<file path="src/rtl/muldiv_sequencer.sv">
// muldiv_sequencer
// Sequences one multiply/divide op from the EX stage into an external
// multiplier or divider, holds the pipeline while the unit works, and hands
// the result back to EX. A flushed op is drained (its result is thrown away)
// so that a late done from the unit cannot be mistaken for a newer op.
//
// Optional build macro: MULDIV_DIV0_FASTPATH_EN
//   When defined, a divide by zero is answered locally in one cycle without
//   starting the divider. When undefined, it goes to the divider as usual.
//
// Handshake (valid/ready):
//   - EX presents an op with req_valid=1 and keeps it stable while
//     func_stall=1. In IDLE the op is accepted on any cycle with
//     req_valid=1 and flush=0; flush always wins over req_valid.
//   - unit_start is a one-cycle pulse in the first BUSY cycle. The selected
//     unit answers with a one-cycle done (mul_done or div_done) together
//     with unit_result, no earlier than the cycle after unit_start. A done
//     from the unselected unit, or any done outside BUSY/DRAIN, is ignored.
//   - result is valid while result_valid=1 and is consumed on the first
//     result_valid cycle with ex_stall=0 (or dropped on flush).
//   - state_dbg exposes the FSM state: 0 IDLE, 1 BUSY, 2 DRAIN, 3 DONE.
module muldiv_sequencer #(
   parameter int TIMEOUT = 64
) (
   input  logic        clk,
   input  logic        rst_n,
   input  logic        req_valid,
   input  logic        req_is_div,
   input  logic [2:0]  req_funct3,
   input  logic [31:0] req_a,
   input  logic [31:0] req_b,
   input  logic        flush,
   input  logic        ex_stall,
   output logic        unit_start,
   output logic        unit_sel,
   output logic [2:0]  unit_funct3,
   output logic [31:0] unit_a,
   output logic [31:0] unit_b,
   input  logic        mul_done,
   input  logic        div_done,
   input  logic [31:0] unit_result,
   output logic [31:0] result,
   output logic        result_valid,
   output logic        func_stall,
   output logic        timeout_err,
   output logic [1:0]  state_dbg
);

   // Counter must be able to hold the value TIMEOUT itself.
   localparam int CW = $clog2(TIMEOUT + 1);

   typedef enum logic [1:0] {
      S_IDLE  = 2'd0,
      S_BUSY  = 2'd1,
      S_DRAIN = 2'd2,
      S_DONE  = 2'd3
   } state_t;

   state_t          state_q;
   state_t          state_d;
   logic [CW-1:0]   cnt_q;

   logic            issue;          // op accepted this cycle
   logic            fast_div0;      // op answered locally, no unit start
   logic            start_unit;     // op sent to a unit this cycle
   logic            sel_done;       // done from the unit that owns the op
   logic            busy_done;      // sel_done outside the start cycle
   logic            cnt_last;       // this BUSY/DRAIN cycle reaches TIMEOUT
   logic            busy_timeout;
   logic            drain_timeout;
   logic            capture;

   assign issue      = (state_q == S_IDLE) && req_valid && !flush;
   assign sel_done   = unit_sel ? div_done : mul_done;
   // The unit cannot have finished in the cycle it was started.
   assign busy_done  = sel_done && !unit_start;
   assign cnt_last   = (cnt_q == CW'(TIMEOUT - 1));

`ifdef MULDIV_DIV0_FASTPATH_EN
   logic [31:0] div0_value;
   assign fast_div0  = issue && req_is_div && (req_b == 32'd0);
   // DIV/DIVU (funct3[1]=0) give all ones, REM/REMU give the dividend.
   assign div0_value = req_funct3[1] ? req_a : 32'hFFFF_FFFF;
`else
   assign fast_div0  = 1'b0;
`endif

   assign start_unit    = issue && !fast_div0;
   assign busy_timeout  = (state_q == S_BUSY)  && !busy_done && cnt_last;
   assign drain_timeout = (state_q == S_DRAIN) && !sel_done  && cnt_last;
   assign capture       = (state_q == S_BUSY)  && busy_done  && !flush;

   // State register.
   always_ff @(posedge clk or negedge rst_n) begin
      if (!rst_n) begin
         state_q <= S_IDLE;
      end else begin
         state_q <= state_d;
      end
   end

   // Next-state logic.
   always_comb begin
      state_d = state_q;
      case (state_q)
         S_IDLE: begin
            if (issue) begin
               state_d = fast_div0 ? S_DONE : S_BUSY;
            end
         end
         S_BUSY: begin
            if (flush) begin
               // A kill that coincides with the unit finishing (or timing
               // out) has nothing left to wait for.
               state_d = (busy_done || cnt_last) ? S_IDLE : S_DRAIN;
            end else if (busy_done || cnt_last) begin
               state_d = S_DONE;
            end
         end
         S_DRAIN: begin
            if (sel_done || cnt_last) begin
               state_d = S_IDLE;
            end
         end
         S_DONE: begin
            if (flush || !ex_stall) begin
               state_d = S_IDLE;
            end
         end
         default: state_d = S_IDLE;
      endcase
   end

   // Output decode from the current state.
   always_comb begin
      func_stall   = 1'b0;
      result_valid = 1'b0;
      state_dbg    = state_q;
      case (state_q)
         S_IDLE:  func_stall   = req_valid && !flush;
         S_BUSY:  func_stall   = 1'b1;
         S_DRAIN: func_stall   = req_valid;
         S_DONE:  result_valid = 1'b1;
         default: func_stall   = 1'b0;
      endcase
   end

   // Operand latch and start pulse; operands stay put until the next issue.
   always_ff @(posedge clk or negedge rst_n) begin
      if (!rst_n) begin
         unit_start  <= 1'b0;
         unit_sel    <= 1'b0;
         unit_funct3 <= 3'd0;
         unit_a      <= 32'd0;
         unit_b      <= 32'd0;
      end else begin
         unit_start <= start_unit;
         if (issue) begin
            unit_sel    <= req_is_div;
            unit_funct3 <= req_funct3;
            unit_a      <= req_a;
            unit_b      <= req_b;
         end
      end
   end

   // Cycle counter: cleared when an op goes to a unit, counts BUSY/DRAIN.
   always_ff @(posedge clk or negedge rst_n) begin
      if (!rst_n) begin
         cnt_q <= '0;
      end else if (start_unit) begin
         cnt_q <= '0;
      end else if ((state_q == S_BUSY) || (state_q == S_DRAIN)) begin
         cnt_q <= cnt_q + CW'(1);
      end
   end

   // Result register: unit answer, local divide-by-zero answer, or zero on
   // timeout. Held unchanged otherwise.
   always_ff @(posedge clk or negedge rst_n) begin
      if (!rst_n) begin
         result <= 32'd0;
`ifdef MULDIV_DIV0_FASTPATH_EN
      end else if (fast_div0) begin
         result <= div0_value;
`endif
      end else if (capture) begin
         result <= unit_result;
      end else if (busy_timeout || drain_timeout) begin
         result <= 32'd0;
      end
   end

   // Sticky timeout flag, only cleared by reset.
   always_ff @(posedge clk or negedge rst_n) begin
      if (!rst_n) begin
         timeout_err <= 1'b0;
      end else if (busy_timeout || drain_timeout) begin
         timeout_err <= 1'b1;
      end
   end

endmodule

</file>
<file path="config.mk">
export PLATFORM = sky130hd
export DESIGN_NAME = muldiv_sequencer
export DESIGN_NICKNAME = d
export VERILOG_FILES = /design/src/rtl/muldiv_sequencer.sv
export SDC_FILE = /design/constraint.sdc
export NUM_CORES = 1
export LEC_CHECK = 0
export ABC_AREA = 1
export CORE_AREA = 2 2 110 112
export CTS_CLUSTER_DIAMETER = 60
export DETAILED_ROUTE_END_ITERATION = 10
export DIE_AREA = 0 0 112 114
export GPL_ROUTABILITY_DRIVEN = 0
export HOLD_SLACK_MARGIN = 0.06
export MAX_ROUTING_LAYER = met4
export PLACE_DENSITY = 0.82
export SLEW_MARGIN = 20
export SYNTH_ARGS = -nofsm -noshare
export SYNTH_HDL_FRONTEND = slang
export SYNTH_SLANG_ARGS = --single-unit
</file>
<file path="constraint.sdc">
create_clock -name clk -period 1.8 [get_ports clk]
set_clock_uncertainty 0.1 [all_clocks]
set_input_delay 0.54 -clock clk [delete_from_list [all_inputs] [get_ports clk]]
set_output_delay 0.54 -clock clk [all_outputs]
set_load 0.02 [all_outputs]
</file>
==> reports/qor.log, run 1 <==
[sta] pin slew with the least headroom to its limit 401.8 ps
[yosys] multiplexer area fraction after synthesis 0%
[sta] final hold viol count 0
[critical_path] reg-to-reg critical path endpoint cnt_q[1]
[run] max-cap violation count 0
[die] Die W 112 um
[worst_hold_path] HP Start timeout_err
[clock_tree] H-tree levels 3
[yosys] combined area of all synthesized cells 0.004746 mm^2
[yosys] cell accounting for the most synthesized area sky130_fd_sc_hd__dfrtp_1
[placed_design] number of buffers inserted by port buffering 212
[outcome] result of the run complete, but fails checks
[sta] # setup viols final 3
[detailed_routing] detail-routed net length per standard cell 14.66 um
[final_layout] ratio of cells with drive above 1 in the final layout 14.29%
[clock_tree] worst-case clock buffer depth 2
[critical_path] nature of the critical path startpoint register
[clock_tree] CTS Buf Count 9
[die] Rows 40
[final_layout] Area Growth Syn to Fin 56.71%
[critical_path] worst setup path category register to output pin
[yosys] Syn Nets 632
[pwr] Power Dens Cells 1658 mW/mm^2
[global_route] met1 capacity usage during global routing 23.70%
[yosys] leading register cell type out of synthesis sky130_fd_sc_hd__dfrtp_1
[die] initial core utilization 40.52%
[final_layout] count of nets after finishing 857
[sta] setup tns final -339.9 ps
[sta] setup repair after global routing missed its margin yes
[critical_path] crit path max fanout 4
[critical_path] Worst Path Arrival 1410 ps
[yosys] xor and xnor area share after synthesis 0%
[yosys] complex-gate fraction of the synthesized area 1.977%
[placed_design] Inst Count DP 875
[global_route] total overflow reported by the global router 0
[sta] Max Clk Rate 487.7 MHz
[global_route] number of antenna violations at the first check in global routing 0
[yosys] Post-Synth Adder-Cell Area 1.582%
[global_route] layer with the highest usage after global routing met2
[yosys] largest family of logic cells by synthesized area simple AND/OR/NAND/NOR gates
[worst_hold_path] type of the worst min-delay path register to register
[critical_path] Crit. End Element output pin
[detailed_routing] detailed-route via count 4277
[sta] post-route clock period utilization 113.9%
[yosys] synthesized netlist cell count 519
[global_route] grt met3 use 4.410%
[die] total I/O pin count 213
[yosys] biggest area contributors in the synthesized netlist sky130_fd_sc_hd__dfrtp_1 59%, sky130_fd_sc_hd__nand2_1 23%, sky130_fd_sc_hd__nand3_2 6.1%, sky130_fd_sc_hd__buf_4 1.6%, sky130_fd_sc_hd__ha_1 1.6%
[clock_tree] clock insertion delay at the later pin of the skew report 340 ps
[detailed_routing] drt via density 4.773
[final_layout] final cell count without fillers 896
[global_route] global routing met2 resource utilization 34.79%
[final_layout] area taken by flip-flops and latches 0.002780 mm^2
[detailed_routing] iteration count of the initial detailed-routing pass 4
[sta] final setup slack of the worst path -250.4 ps
[yosys] Cell variety after synth 23
[detailed_routing] DR DRC count 0
[yosys] Yosys reg bits 111
[die] standard cell core area 0.01171 mm^2
[yosys] simple-gate portion of the synthesized area 32.61%
[sta] Final Max Slew Viols 0
[final_layout] area of combinational cells with multiple inputs 0.001779 mm^2
[worst_hold_path] Hold Path Sink timeout_err
[outcome] failing checks setup timing
[clock_tree] clock slew at the register clock pins of the worst setup and hold paths 70 ps
[detailed_routing] drt first-iter violations 257
[critical_path] worst r2r path cells 9
[worst_hold_path] WHS Path Cells 2
[global_route] first-pass GRT wire length 20.51 mm
[detailed_routing] Total Routed Length 13.13 mm
[yosys] fraction of registers with async set or reset after synthesis 100.0%
[clock_tree] clock sinks 111
[clock_tree] clock tree root driver cell sky130_fd_sc_hd__clkbuf_16
[die] die outline height 114 um
[global_route] GRT Resource Usage Total 20.57%
[critical_path] reg-to-reg critical path startpoint state_dbg[1]
[placed_design] total half-perimeter wirelength after legalization and detailed placement 9.332 mm
[die] die area 0.01277 mm^2
[pwr] Peak VDD IR 0.0008760 V
[yosys] area share of the largest cell type after synthesis 58.53%
[global_route] largest net degree at the start of global routing 42
[critical_path] setup slack on the worst flop-to-flop path -10 ps
[global_route] number of global-route vias before repair 4429
[sta] clock period minus worst slack 2050 ps
[yosys] share of synthesized area occupied by flip-flops and latches 58.53%
[pwr] static leakage 0.003946 uW
[critical_path] required time of the critical path 1160 ps
[yosys] Post-synth EDFFs 0
[sta] worst rel slew slack 73.21%
[final_layout] Ant. Diodes 0
[yosys] Post-Synthesis Mean Instance Area 9.144 um^2
[yosys] Syn. warnings 0
[detailed_routing] residual antenna-violating net count after detailed routing 0
[clock_tree] clock tree from TritonCTS yes
[final_layout] count of filler cells inserted in the layout 960
sequential cells by signal, summed over array words and instances (netlist names):
signal       cells
cnt_q            7
result          32
state_dbg        2
timeout_err      1
unit_a          32
unit_b          32
unit_funct3      3
unit_sel         1
unit_start       1
worst max-delay path by stage:
stage	from	to	slack, ps	cells after the start
2_1_floorplan	state_dbg[0]	func_stall	0.5	5
3_3_place_gp	req_valid	func_stall	-750	4
3_5_place_dp	req_valid	func_stall	-830	4
4_1_cts	state_dbg[0]	func_stall	-260	5
5_1_grt	state_dbg[0]	func_stall	-310	5
6_report	state_dbg[0]	func_stall	-250	5
cells in the final DEF (no fill, tap or decap), drive strengths merged, types with 4 or more instances in the layout:
cell / instances
nand3: 41
dlygate4sd2: 104
inv: 17
clkinv: 4
dfrtp: 111
clkbuf: 14
ha: 6
buf: 28
nand2: 291
clkdlybuf4s50: 103
o21ai: 6
a21oi: 8
nor2: 9
through the flow:
stage / total power [uW] / util, % / instance area, um^2 / setup WS (ps) / hold WS (ps)
3_5_place_dp: 10960 / 60.67 / 7106 / -829.3 / 362.5
6_report: 12330 / 63.50 / 7437 / -250.4 / 373.4
4_1_cts: 12350 / 62.70 / 7343 / -258.2 / 374.8
5_1_grt: 13110 / 63.50 / 7437 / -314.5 / 395.3
3_3_place_gp: 10740 / 60.67 / 7106 / -752.3 / 349.4
2_1_floorplan: 7709 / - / 4771 / 0.5144 / 144.4
cells in the mapped netlist (5+ instances only):
cell and count:
sky130_fd_sc_hd__dfrtp_1 111, sky130_fd_sc_hd__nand3_2 29, sky130_fd_sc_hd__ha_1 6, sky130_fd_sc_hd__buf_4 10, sky130_fd_sc_hd__a21oi_1 8, sky130_fd_sc_hd__buf_2 8
sky130_fd_sc_hd__nand2_1 285, sky130_fd_sc_hd__nand2_2 6, sky130_fd_sc_hd__buf_6 6, sky130_fd_sc_hd__inv_1 13, sky130_fd_sc_hd__nor2_1 6, sky130_fd_sc_hd__o21ai_0 5
sky130_fd_sc_hd__nand3_1 10
cell families after synthesis:
group | Yosys count
AO/OA/AOI/OAI | 16
adder cells (fa/ha/maj) | 6
buffers and inverters | 42
flip-flops | 111
AND/OR/NAND/NOR | 344
what timing repair did:
action,in CTS,in global routing
setup endpoints to repair,175,102
hold endpoints to repair,22,0
setup buffers,1,1
pin swaps,3,1
resized for setup,136,9
gates cloned,0,2
hold buffers,1,0
per-layer routing:
| layer | routed length, um | part of all wire, % |
|---|---|---|
| met5 | 0 | 0 |
| met4 | 289 | 2.2 |
| met3 | 812 | 6.2 |
| met2 | 6689 | 51 |
| met1 | 5343 | 41 |
report_power, final:
group	leakage, uW	switching, uW	internal (uW)
registers	0.00139	699	3680
clock network	0.000159	882	1200
logic	0.00240	3490	2380
layout make-up:
class / instances / share of cell area [%]
flip-flops and latches: 111 / 37.38
repair buffers: 238 / 30.97
multi-input cells: 366 / 23.92
clock buffers: 12 / 3.583
well taps: 147 / 2.473
inverters: 18 / 0.9590
clock inverters: 4 / 0.7066
worst max-delay path, cell delays in order, from the launching register on:
cell and delay, ps:
sky130_fd_sc_hd__dfrtp_2 440, sky130_fd_sc_hd__inv_2 90, sky130_fd_sc_hd__ha_2 200, sky130_fd_sc_hd__a21oi_2 70
sky130_fd_sc_hd__a21oi_4 130, sky130_fd_sc_hd__buf_6 130
(Power assumes the default switching activity.)
==> run 2: changes to the inputs <==
Settings changed: ABC_AREA 1 to 0, CORE_AREA 2 2 110 112 to 2 2 103 105, DIE_AREA 0 0 112 114 to 0 0 105 107, PLACE_DENSITY 0.82 to 0.88.
Clock period 1.8 ns to 2.6 ns, I/O delays scaled along.
==> run 2 against run 1 <==
  * Register-to-register slack gained 320 ps
  * Highest routed layer unchanged
  * Largest power group unchanged
  * The run now ends clean
  * Clock power shrank 53%
  * Synthesized area shrank 8.0%
  * Count of clock-buffer cells in the layout grew 1
==> reports/qor.log, run 2 <==
[detailed_routing] drt first-iter violations 128 [-50%]
[sta] final hold viol count 0 [unchanged]
[outcome] result of the run complete, no violations
[run] max-cap violation count 0 [unchanged]
[detailed_routing] residual antenna-violating net count after detailed routing 0 [unchanged]
[detailed_routing] Total Routed Length 11.03 mm [-16%]
[clock_tree] clock tree root driver cell sky130_fd_sc_hd__clkbuf_8
[yosys] Commonest cells post-synth 111 x sky130_fd_sc_hd__dfrtp_1, 67 x sky130_fd_sc_hd__mux2_2, 30 x sky130_fd_sc_hd__a22o_1
[global_route] first-pass GRT wire length 17.61 mm [-14%]
[pwr] Peak VDD IR 0.0006612 V [-25%]
[sta] clock period minus worst slack 2478 ps
[sta] setup repair after global routing missed its margin no
[placed_design] number of buffers inserted by port buffering 212 [unchanged]
[critical_path] critical path endpoint func_stall
[critical_path] crit path max fanout 2 [-2]
[pwr] net switching power 3058 uW [-40%]
[critical_path] first element of the critical path req_valid
[global_route] total overflow reported by the global router 0 [unchanged]
[pwr] Power Dens Cells 1220 mW/mm^2 [-26%]
[pwr] total power 8425 uW [-32%]
[die] standard cell core area 0.01009 mm^2 [-14%]
[yosys] combined area of all synthesized cells 0.004364 mm^2 [-8.0%]
[detailed_routing] detail-routed net length per standard cell 17.02 um [+16%]
[global_route] grt met3 use 3.587% [-0.82 points]
[critical_path] worst r2r path cells 6 [-3]
[worst_hold_path] type of the worst min-delay path primary input to asynchronous set/reset pin
[clock_tree] Post-CTS Setup Repair Bufs 0 [-1]
[pwr] Clk network pwr share 11.7% [-5.2 points]
[final_layout] leading registers by flop count result x32, unit_a x32, unit_b x32
[pwr] static leakage 0.002973 uW [-25%]
[critical_path] required time of the critical path 1720 ps [+560 ps]
[sta] post-route clock period utilization 95.30%
[pwr] combinational power share 52.3% [+4.7 points]
[yosys] Syn. warnings 0 [unchanged]
[yosys] fraction of registers with async set or reset after synthesis 100.0% [unchanged]
[critical_path] Crit. End Element output pin
[final_layout] final standard cell utilization of the core 68.41% [+4.9 points]
[pwr] share of total power in sequential cells 35.9% [+0.4 points]
[critical_path] nature of the critical path startpoint primary input
[yosys] area share of the largest cell type after synthesis 63.65% [+5.1 points]
[yosys] Yosys reg bits 111 [unchanged]
[pwr] internal cell power 5366 uW [-26%]
[final_layout] count of nets after finishing 621 [-28%]
[die] Die W 105 um [-6.3%]
[global_route] GRT Resource Usage Total 20.47% [-0.10 points]
[sta] pin slew with the least headroom to its limit 924.6 ps [+522.8 ps]
[final_layout] most common library cell in the layout ignoring fill and taps sky130_fd_sc_hd__clkdlybuf4s50_1
[clock_tree] worst-case clock buffer depth 2 [unchanged]
[critical_path] reg-to-reg critical path startpoint state_dbg[1]
[clock_tree] CTS Buf Count 9 [unchanged]
[clock_tree] count of hold buffers inserted by post-cts repair 0 [-1]
[critical_path] setup slack on the worst flop-to-flop path 310 ps [+320 ps]
[final_layout] Ant. Diodes 0 [unchanged]
[clock_tree] clock tree from TritonCTS yes
[critical_path] reg-to-reg critical path endpoint unit_a[0]
[clock_tree] clock sinks 111 [unchanged]
[final_layout] most used cells in the layout excluding fill and tap cells 207 x sky130_fd_sc_hd__clkdlybuf4s50_1, 111 x sky130_fd_sc_hd__dfrtp_1, 67 x sky130_fd_sc_hd__mux2_2
[pwr] share of total power consumed by net switching 36.30% [-4.8 points]
[die] Rows 37 [-7.5%]
[global_route] layer with the highest usage after global routing met2
[yosys] cell accounting for the most synthesized area sky130_fd_sc_hd__dfrtp_1
[critical_path] worst setup path category primary input to output pin
[placed_design] setup slack at placement -643.1 ps [+186.2 ps]
[yosys] Post-synth EDFFs 0 [unchanged]
[yosys] synthesized netlist cell count 286 [-45%]
[clock_tree] H-tree levels 3 [unchanged]
[detailed_routing] detailed-route via count 3187 [-25%]
[detailed_routing] iteration count of the initial detailed-routing pass 4 [unchanged]
[detailed_routing] DR DRC count 0 [unchanged]
[detailed_routing] drt via density 4.918 [+3.0%]
[final_layout] Area Growth Syn to Fin 58.20%
[global_route] met1 capacity usage during global routing 24.07% [+0.37 points]
[sta] worst rel slew slack 38.36% [-35 points]
[critical_path] Worst Path Arrival 1600 ps [+190 ps]
[yosys] most repeated cell in the gate-level netlist after synthesis sky130_fd_sc_hd__dfrtp_1
[die] die outline height 107 um [-6.1%]
[global_route] number of global-route vias before repair 3364 [-24%]
[sta] final setup slack of the worst path 122.1 ps [+372.5 ps]
[final_layout] ratio of cells with drive above 1 in the final layout 21.29% [+7.0 points]
[yosys] Post-Synthesis Mean Instance Area 15.26 um^2 [+67%]
[die] die area 0.01124 mm^2 [-12%]
[yosys] Cell variety after synth 33 [+43%]
[yosys] Syn Nets 399 [-37%]
[die] initial core utilization 43.24% [+2.7 points]
[global_route] global routing met2 resource utilization 35.53% [+0.74 points]
[yosys] biggest area contributors in the synthesized netlist sky130_fd_sc_hd__dfrtp_1 64%, sky130_fd_sc_hd__mux2_2 17%, sky130_fd_sc_hd__a22o_1 6.0%, sky130_fd_sc_hd__ha_1 1.7%, sky130_fd_sc_hd__buf_2 1.0%
[sta] Final Max Slew Viols 0 [unchanged]
[sta] Max Clk Rate 403.6 MHz
[global_route] largest net degree at the start of global routing 77 [+83%]
[clock_tree] clock insertion delay at the later pin of the skew report 350 ps [about the same]
[yosys] share of synthesized area occupied by flip-flops and latches 63.65% [+5.1 points]
[clock_tree] clock slew at the register clock pins of the worst setup and hold paths 100 ps [+30 ps]
[die] total I/O pin count 213 [unchanged]
[global_route] number of antenna violations at the first check in global routing 0 [unchanged]
[yosys] leading register cell type out of synthesis sky130_fd_sc_hd__dfrtp_1
[sta] # setup viols final 0 [-3]
[placed_design] total half-perimeter wirelength after legalization and detailed placement 8.288 mm [-11%]
==> run 2: power groups by stage <==
stage	sequential, uW	clock, uW	combinational (uW)
3_5_place_dp	3060	0	4440
5_1_grt	3140	1090	4650
6_report	3030	988	4410
4_1_cts	3040	1020	4460
2_1_floorplan	3990	0	1290
3_3_place_gp	3010	0	4320
==> run 2: kinds of logic (layout without fill, tap and decap cells) <==
group | Yosys count | count (layout) | synth area share [%]
DFF | 111 | 111 | 63.65
muxes | 71 | 71 | 18.35
AOI/OAI and AO/OA | 50 | 50 | 10.03
and+or+nand+nor | 24 | 24 | 2.781
buffers and inverters | 20 | 246 | 2.666
adders and majority gates | 6 | 6 | 1.720
xor gates and xnor gates | 4 | 4 | 0.8029
==> run 2: cell type report <==
class,instances,area (um^2)
clock buffer,13,178.9
clock inverter,2,13.76
fill,766,3188
inverter,5,18.77
multi-input combinational,155,1499
sequential,111,2778
tap,136,170.2
timing repair buffer,226,2246
==> run 2: worst min path at each step <==
| stage | from | endpoint | slack, ps | cells after the start |
|---|---|---|---|---|
| 2_1_floorplan | rst_n | cnt_q[0] | 380 | 0 |
| 3_3_place_gp | timeout_err | timeout_err | 360 | 1 |
| 3_5_place_dp | unit_b[17] | unit_b[17] | 380 | 1 |
| 4_1_cts | rst_n | unit_a[9] | 240 | 1 |
| 5_1_grt | rst_n | timeout_err | 260 | 1 |
| 6_report | rst_n | unit_a[4] | 250 | 1 |
==> run 2: timing repair <==
action	CTS	global route
endpoints found under the setup margin	1	1
resized for setup	10	1
pin swaps	2	0
==> run 2: through the flow <==
step	setup TNS (ps)	hold WS [ps]	std cells	instance area, um^2
after CTS	0	241.3	648	6902
final	0	245.9	648	6904
after floorplan	0	384.4	286	4372
after global placement	-33300	358.1	632	6683
after detailed placement	-26970	376.5	633	6698
after global routing	0	255.3	648	6904
==> run 2: critical path, stage by stage <==
cell	delay, ps
sky130_fd_sc_hd__dlygate4sd2_1	290
sky130_fd_sc_hd__nand2b_4	100
sky130_fd_sc_hd__nor2_4	40
sky130_fd_sc_hd__a211oi_2	200
sky130_fd_sc_hd__nor2_2	60
sky130_fd_sc_hd__buf_6	130
==> run 2: routing by layer <==
layer / routed length [um] / share of wire (%)
met1: 4387 / 40
met2: 5930 / 54
met3: 496 / 4.5
met4: 214 / 1.9
met5: 0 / 0
